--- src/rtl/pe_test_pkg.sv ---
// Shared types and sizing helpers for the PE-slot loopback test engine.
// Mode encoding matches the bm2pe_mode port values.
package pe_test_pkg;

  typedef enum logic [1:0] {
    MODE_PACK    = 2'd0,
    MODE_PATTERN = 2'd1,
    MODE_SUM     = 2'd2,
    MODE_INVERT  = 2'd3
  } mode_t;

  typedef enum logic [1:0] {
    ST_IDLE  = 2'd0,
    ST_READ  = 2'd1,
    ST_FLUSH = 2'd2,
    ST_DONE  = 2'd3
  } state_t;

  function automatic int wpl(input int rbbWidth, input int tbbWidth);
    return rbbWidth / tbbWidth;
  endfunction

  // Ceiling log2, never below 1 so counters always have at least one bit.
  function automatic int log2c(input int value);
    int bits;
    bits = 1;
    while ((1 << bits) < value) bits++;
    return bits;
  endfunction

endpackage

--- src/rtl/tbb_line_packer.sv ---
// Tags returning TBB words with a valid delay line and assembles them into
// RBB lines, applying the PACK / SUM / INVERT transform on the final word.
module tbb_line_packer
  import pe_test_pkg::*;
#(
  parameter int TBB_DATA_WIDTH = 32,
  parameter int RBB_DATA_WIDTH = 512,
  parameter int TBB_RD_LATENCY = 1
) (
  input  logic                      clk,
  input  logic                      reset_n,
  input  logic                      i_clear,
  input  logic                      i_issue,
  input  mode_t                     i_mode,
  input  logic [TBB_DATA_WIDTH-1:0] i_rdData,
  output logic                      o_lineReady,
  output logic [RBB_DATA_WIDTH-1:0] o_line
);

  localparam int WPL = wpl(RBB_DATA_WIDTH, TBB_DATA_WIDTH);
  localparam int WCW = log2c(WPL);

  logic [TBB_RD_LATENCY-1:0] r_vldPipe;
  logic [WCW-1:0]            r_wordCnt;
  logic [RBB_DATA_WIDTH-1:0] r_shift;
  logic [TBB_DATA_WIDTH-1:0] r_sum;

  logic                      w_wordValid;
  logic                      w_lastWord;
  logic [RBB_DATA_WIDTH-1:0] w_packed;
  logic [TBB_DATA_WIDTH-1:0] w_sum;

  // The line is emitted combinationally with the last word so the top-level
  // write register lands one cycle after that word returns.
  always_comb begin
    w_wordValid = r_vldPipe[TBB_RD_LATENCY-1];
    w_lastWord  = (r_wordCnt == WCW'(WPL - 1));
    w_packed    = (r_shift >> TBB_DATA_WIDTH)
                | (RBB_DATA_WIDTH'(i_rdData) << (RBB_DATA_WIDTH - TBB_DATA_WIDTH));
    w_sum       = r_sum + i_rdData;
    o_lineReady = w_wordValid && w_lastWord;
    case (i_mode)
      MODE_INVERT: o_line = ~w_packed;
      MODE_SUM:    o_line = RBB_DATA_WIDTH'(w_sum);
      default:     o_line = w_packed;
    endcase
  end

  always_ff @(posedge clk) begin
    if (!reset_n || i_clear) begin
      r_vldPipe <= '0;
      r_wordCnt <= '0;
      r_shift   <= '0;
      r_sum     <= '0;
    end else begin
      r_vldPipe <= (r_vldPipe << 1) | TBB_RD_LATENCY'(i_issue);
      if (w_wordValid) begin
        r_shift   <= w_packed;
        r_sum     <= w_lastWord ? '0 : w_sum;
        r_wordCnt <= w_lastWord ? '0 : r_wordCnt + WCW'(1);
      end
    end
  end

endmodule

--- src/rtl/pe_loopback_array.sv ---
// PE-slot test engine: streams TBB words, packs or transforms them into RBB
// lines (or writes a counting pattern) and signals completion to the BM.
module pe_loopback_array
  import pe_test_pkg::*;
#(
  parameter int TBB_DATA_WIDTH = 32,
  parameter int TBB_ADDR_WIDTH = 16,
  parameter int RBB_DATA_WIDTH = 512,
  parameter int RBB_ADDR_WIDTH = 8,
  parameter int TBB_RD_LATENCY = 1
) (
  input  logic                      clk,
  input  logic                      reset_n,
  input  logic                      bm2pe_start,
  input  logic [1:0]                bm2pe_mode,
  input  logic [RBB_ADDR_WIDTH:0]   bm2pe_numLines,
  output logic                      pe2bm_busy,
  output logic                      pe2bm_done,
  output logic                      pe2bm_rbbWrEn,
  output logic [RBB_ADDR_WIDTH-1:0] pe2bm_rbbWrAddr,
  output logic [RBB_DATA_WIDTH-1:0] pe2bm_rbbWrDin,
  output logic [TBB_ADDR_WIDTH-1:0] pe2bm_tbbRdAddr,
  input  logic [TBB_DATA_WIDTH-1:0] bm2pe_tbbRdDout
);

  localparam int WPL      = wpl(RBB_DATA_WIDTH, TBB_DATA_WIDTH);
  localparam int LCW      = RBB_ADDR_WIDTH + 1;
  localparam int RD_CNT_W = RBB_ADDR_WIDTH + 1 + log2c(WPL);

  state_t                    r_state;
  mode_t                     r_mode;
  logic [LCW-1:0]            r_numLines;
  logic [LCW-1:0]            r_lineCnt;
  logic [RD_CNT_W-1:0]       r_rdCnt;
  logic [RD_CNT_W-1:0]       r_lastRd;
  logic                      r_wrEn;
  logic [RBB_ADDR_WIDTH-1:0] r_wrAddr;
  logic [RBB_DATA_WIDTH-1:0] r_wrDin;

  state_t                    w_nextState;
  mode_t                     w_startMode;
  logic                      w_accept;
  logic                      w_patMode;
  logic                      w_linesDone;
  logic                      w_lastRead;
  logic                      w_issue;
  logic                      w_lineReady;
  logic [RBB_DATA_WIDTH-1:0] w_line;

  // Completion is judged on lines issued, which covers both the pattern
  // path and draining the read pipeline in FLUSH.
  always_comb begin
    w_startMode = mode_t'(bm2pe_mode);
    w_accept    = (r_state == ST_IDLE) && bm2pe_start;
    w_patMode   = (r_mode == MODE_PATTERN);
    w_linesDone = (r_lineCnt == r_numLines);
    w_lastRead  = (r_rdCnt == r_lastRd);
    w_issue     = (r_state == ST_READ) && !w_patMode;
    w_nextState = r_state;
    case (r_state)
      ST_IDLE:  if (w_accept) w_nextState = (bm2pe_numLines == '0) ? ST_DONE : ST_READ;
      ST_READ: begin
        if (w_patMode) begin
          if (w_linesDone) w_nextState = ST_DONE;
        end else if (w_lastRead) begin
          w_nextState = ST_FLUSH;
        end
      end
      ST_FLUSH: if (w_linesDone) w_nextState = ST_DONE;
      ST_DONE:  w_nextState = ST_IDLE;
      default:  w_nextState = ST_IDLE;
    endcase
  end

  always_ff @(posedge clk) begin
    if (!reset_n) begin
      r_state    <= ST_IDLE;
      r_mode     <= MODE_PACK;
      r_numLines <= '0;
      r_lineCnt  <= '0;
      r_rdCnt    <= '0;
      r_lastRd   <= '0;
      r_wrEn     <= 1'b0;
      r_wrAddr   <= '0;
      r_wrDin    <= '0;
    end else begin
      r_state <= w_nextState;
      r_wrEn  <= 1'b0;
      case (r_state)
        ST_IDLE: begin
          if (w_accept) begin
            r_mode     <= w_startMode;
            r_numLines <= bm2pe_numLines;
            r_lastRd   <= RD_CNT_W'(bm2pe_numLines) * RD_CNT_W'(WPL) - RD_CNT_W'(1);
            r_rdCnt    <= '0;
            r_lineCnt  <= '0;
            // Pattern line 0 goes out in cycle 1, so it is issued at accept.
            if (w_startMode == MODE_PATTERN && bm2pe_numLines != '0) begin
              r_wrEn    <= 1'b1;
              r_wrAddr  <= '0;
              r_wrDin   <= '0;
              r_lineCnt <= LCW'(1);
            end
          end
        end
        ST_READ: begin
          if (w_patMode && !w_linesDone) begin
            r_wrEn    <= 1'b1;
            r_wrAddr  <= r_lineCnt[RBB_ADDR_WIDTH-1:0];
            r_wrDin   <= RBB_DATA_WIDTH'(r_lineCnt);
            r_lineCnt <= r_lineCnt + LCW'(1);
          end
          if (w_issue) r_rdCnt <= w_lastRead ? '0 : r_rdCnt + RD_CNT_W'(1);
        end
        ST_DONE: begin
          r_rdCnt   <= '0;
          r_wrAddr  <= '0;
          r_lineCnt <= '0;
        end
        default: ;
      endcase
      if (w_lineReady) begin
        r_wrEn    <= 1'b1;
        r_wrAddr  <= r_lineCnt[RBB_ADDR_WIDTH-1:0];
        r_wrDin   <= w_line;
        r_lineCnt <= r_lineCnt + LCW'(1);
      end
    end
  end

  tbb_line_packer #(
    .TBB_DATA_WIDTH (TBB_DATA_WIDTH),
    .RBB_DATA_WIDTH (RBB_DATA_WIDTH),
    .TBB_RD_LATENCY (TBB_RD_LATENCY)
  ) u_packer (
    .clk         (clk),
    .reset_n     (reset_n),
    .i_clear     (r_state == ST_IDLE),
    .i_issue     (w_issue),
    .i_mode      (r_mode),
    .i_rdData    (bm2pe_tbbRdDout),
    .o_lineReady (w_lineReady),
    .o_line      (w_line)
  );

  assign pe2bm_busy      = (r_state == ST_READ) || (r_state == ST_FLUSH);
  assign pe2bm_done      = (r_state == ST_DONE);
  assign pe2bm_rbbWrEn   = r_wrEn;
  assign pe2bm_rbbWrAddr = r_wrAddr;
  assign pe2bm_rbbWrDin  = r_wrDin;
  assign pe2bm_tbbRdAddr = TBB_ADDR_WIDTH'(r_rdCnt);

endmodule

--- config.mk ---
export PLATFORM = sky130hd
export DESIGN_NAME = pe_loopback_array
export DESIGN_NICKNAME = d
export VERILOG_FILES = /design/src/rtl/pe_test_pkg.sv /design/src/rtl/tbb_line_packer.sv /design/src/rtl/pe_loopback_array.sv
export SDC_FILE = /design/constraint.sdc
export NUM_CORES = 2
export LEC_CHECK = 0
export BUFFER_PORTS_ARGS = -buffer_cell sky130_fd_sc_hd__buf_2
export CELL_PAD_IN_SITES_DETAIL_PLACEMENT = 1
export CELL_PAD_IN_SITES_GLOBAL_PLACEMENT = 1
export CORE_ASPECT_RATIO = 1.1
export CORE_MARGIN = 2
export CORE_UTILIZATION = 45
export DETAILED_ROUTE_END_ITERATION = 10
export PLACE_DENSITY = 0.77
export REMOVE_ABC_BUFFERS = 1
export SLEW_MARGIN = 20
export SYNTH_ARGS = -nofsm -noshare
export SYNTH_HDL_FRONTEND = slang
export SYNTH_SLANG_ARGS = --single-unit
--- constraint.sdc ---
create_clock -name clk -period 3.6 [get_ports clk]
set_input_delay 0 -clock clk [delete_from_list [all_inputs] [get_ports clk]]
set_output_delay 0 -clock clk [all_outputs]
set_load 0.01 [all_outputs]
==> results.sh <==
export IMPL_fin_nets=5139
export IMPL_cts_hold_buf=56
export IMPL_report_final_slew_viol_count=0
export IMPL_clock_sinks=1083
export IMPL_post_cts_setup_buffer_count=0
export IMPL_cts_resized=0
export IMPL_yosysUniqueCellTypes=69
export IMPL_clock_latency_ns=0.71
export IMPL_cpMaxStageDelayCell="a211oi_1"
export IMPL_grt_ovfl_total=0
export IMPL_crit_fanout=4
export IMPL_finalClockSkew_ns=0.0350
export IMPL_path_clk_slew_ns=0.06
export IMPL_path_depth=10
export IMPL_initial_utilization_pct=45.2
export IMPL_cp_required_ns=4.18
export IMPL_stdcell_count=6451
export IMPL_yosysTopAreaCellShare_pct=47.7
export IMPL_critPathCaptureType="flop"
export IMPL_detail_route_antenna_nets=0
export IMPL_synth_edf_count=0
export IMPL_max_slew_margin_pct=27.9
export IMPL_post_route_period_util_pct=86.4
export IMPL_core_um2=100000
export IMPL_cts_root_buf="clkbuf_16"
export IMPL_cts_buffers=114
export IMPL_holdPathStages=4
export IMPL_critPathMaxStageDelay_ns=0.47
export IMPL_synth_top_area_cell="dfxtp_1"
export IMPL_rr_worst_depth=10
export IMPL_p_leak_nw=19.8
export IMPL_hold_violations=0
export IMPL_cts_tree="built"
export IMPL_drv_max_cap_violation_count=0
export IMPL_fillers=11200
export IMPL_area_delta_synth_final_pct=17.5
export IMPL_start_kind="flop"
export IMPL_portBuffers=581
export IMPL_p_per_area_nw_per_um2=551
export IMPL_place_congestion=0.849
export IMPL_final_common_cell="dfxtp_1"
export IMPL_num_rows=122
export IMPL_fp_dieH_um=337
export IMPL_grt_pass1_vias=36900
export IMPL_max_freq_ghz=0.321
export IMPL_ys_ff_latch=1083
export IMPL_drive_above_1_share_pct=16.6
export IMPL_rsz0062_at_grt="no"
export IMPL_drt_iter0_drc=2035
export IMPL_io_pins=585
export IMPL_cp_startpoint="u_packer.r_sum[0]"
export IMPL_final_area_um2=53400
export IMPL_crit_type="reg -> reg"
export IMPL_min_from="bm2pe_numLines[8]"
export IMPL_worstPathCellList="ha_1 -> fa_1 -> a21oi_1 -> o211ai_1 -> nand3_1 -> a211oi_1 -> o21ai_0 -> a31oi_1 -> xor2_1 -> a221o_1"
export IMPL_wirelength_um=141000
export IMPL_clockBufferDepth=3
export IMPL_ys_flop_type="dfxtp_1"
export IMPL_avgViaCountPerCell=5.63
export IMPL_final_setup_tns_ns=0
export IMPL_synthCells=4661
export IMPL_cts_htree_levels=3
export IMPL_syn_cell_area_um2=45400
export IMPL_setup_viol=0
export IMPL_period_minus_slack_ns=3.11
export IMPL_synth_area_per_cell_um2=9.75
export IMPL_dpl_cell_area_um2=49000
export IMPL_drt_pass1_iter_count=7
export IMPL_r2r_start="u_packer.r_sum[0]"
export IMPL_outcome="finished, final reports clean"
export IMPL_cp_arrival_ns=3.69
export IMPL_final_cell_mix="dfxtp_1, mux2i_1, nor2_1"
export IMPL_tightest_slew_ns=1.08
export IMPL_yosysWarnings=0
export IMPL_utilization_pct=53.2
export IMPL_post_place_cells=6183
export IMPL_grt_max_degree=167
export IMPL_die_area_um2=104000
export IMPL_drc=0
export IMPL_crit_buf_inv=0
export IMPL_critPathTopFamily="compound AO/OA/AOI/OAI gates"
export IMPL_vias=36300
export IMPL_wl_per_cell_um=21.9
export IMPL_peakVddDrop_uv=360
export IMPL_synthArstFlopShare_pct=0
export IMPL_antenna_found_initial=4
export IMPL_post_dp_hpwl_um=88500
export IMPL_min_path_type="in -> reg"
export IMPL_yosysSeqAreaShare_pct=47.7
export IMPL_synth_area_leaders="dfxtp_1, mux2i_1, a22oi_1"
export IMPL_die_w_um=307
export IMPL_grt_pass1_wl_um=217000
export IMPL_grt_usage_pct=26.2
-- flip-flops by register name, summed over array words and instances (netlist names), 8 cells and up --
name,count
r_numLines,9
r_lastRd,10
pe2bm_rbbWrAddr,8
u_packer.r_shift,480
u_packer.r_sum,32
pe2bm_rbbWrDin,512
r_rdCnt,13
r_lineCnt,9
-- worst register-to-register path, cell delays in order, from the launching register on --
cell      delay (ns)
dfxtp_1         0.35
ha_1            0.21
fa_1            0.24
a21oi_1         0.12
o211ai_1        0.29
nand3_1         0.23
a211oi_1        0.47
o21ai_0         0.33
a31oi_1         0.33
xor2_1          0.13
a221o_1         0.30
-- metrics by stage --
stage / total power, mW / setup WS, ns / hold WS (ns)
3_3_place_gp: 17.4 / 0.687 / 0.295
4_1_cts: 29.7 / 0.583 / 0.135
6_report: 29.4 / 0.488 / 0.184
5_1_grt: 30.6 / 0.287 / 0.191
3_5_place_dp: 17.4 / 0.614 / 0.309
2_1_floorplan: 15.8 / -66.29 / 0.116
-- path summary, 6_finish.rpt --
check,slack [ns],end
setup / recovery,0.49,pe2bm_rbbWrDin[24]
hold / removal,0.18,r_numLines[8]
setup reg to reg,0.49,pe2bm_rbbWrDin[24]
hold reg to reg,0.44,pe2bm_rbbWrDin[15]
-- area by class of cell --
cell class                      instances  area (um^2)  share of cell area (%)
Inverter                               24         97.6                   0.183
Sequential cell                      1083        21700                    40.6
Clock inverter                         32          442                   0.827
Timing Repair Buffer                  709         4390                    8.22
Multi-Input combinational cell       3121        21700                    40.7
Tap cell                             1302         1630                    3.05
Clock buffer                          178         3420                    6.41
Antenna cell                            2         5.00                 0.00937
-- cell families after synthesis --
| family | count (synthesis) | share of synthesized area, % |
|---|---|---|
| compound gates | 758 | 12.1 |
| simple gates | 1274 | 11.7 |
| other cells | 1 | 0.00825 |
| fa+ha+maj | 40 | 1.12 |
| buf+inv | 459 | 4.53 |
| xor+xnor | 70 | 1.35 |
| flops | 1083 | 47.7 |
| mux | 976 | 21.5 |
-- Yosys cell counts, drive strengths merged (6+ instances only) --
library cell,instances
nand2,96
a21o,14
nor2b,106
a31oi,8
a221o,8
buf,111
nor2,959
clkbuf,324
o31ai,8
and3,8
mux2i,968
o211a,7
dfxtp,1083
inv,22
nor3,15
a22oi,490
nand2b,13
nand3,36
nand4,14
o21a,6
o22ai,6
a21oi,64
a21boi,19
o21bai,7
xor2,31
and2,8
o211ai,14
a22o,16
o21ai,54
xnor2,39
mux2,8
ha,39
-- power breakdown --
group | total (mW) | switching (mW) | leakage [nW] | internal, mW
clock | 12.2 | 5.01 | 1.90 | 7.16
sequential | 12.3 | 0.176 | 8.73 | 12.1
combinational | 4.98 | 3.60 | 9.22 | 1.38
total | 29.4 | 8.78 | 19.8 | 20.7
-- layer usage --
metal / vias up / track usage [%] / wire length, um
li1: 17100 / - / -
met1: 18300 / 32.5 / 60500
met2: 748 / 44.5 / 68000
met3: 210 / 5.77 / 8010
met4: 2 / 9.66 / 4830
met5: - / 0 / 7
Power figures use the tool's default switching activity.
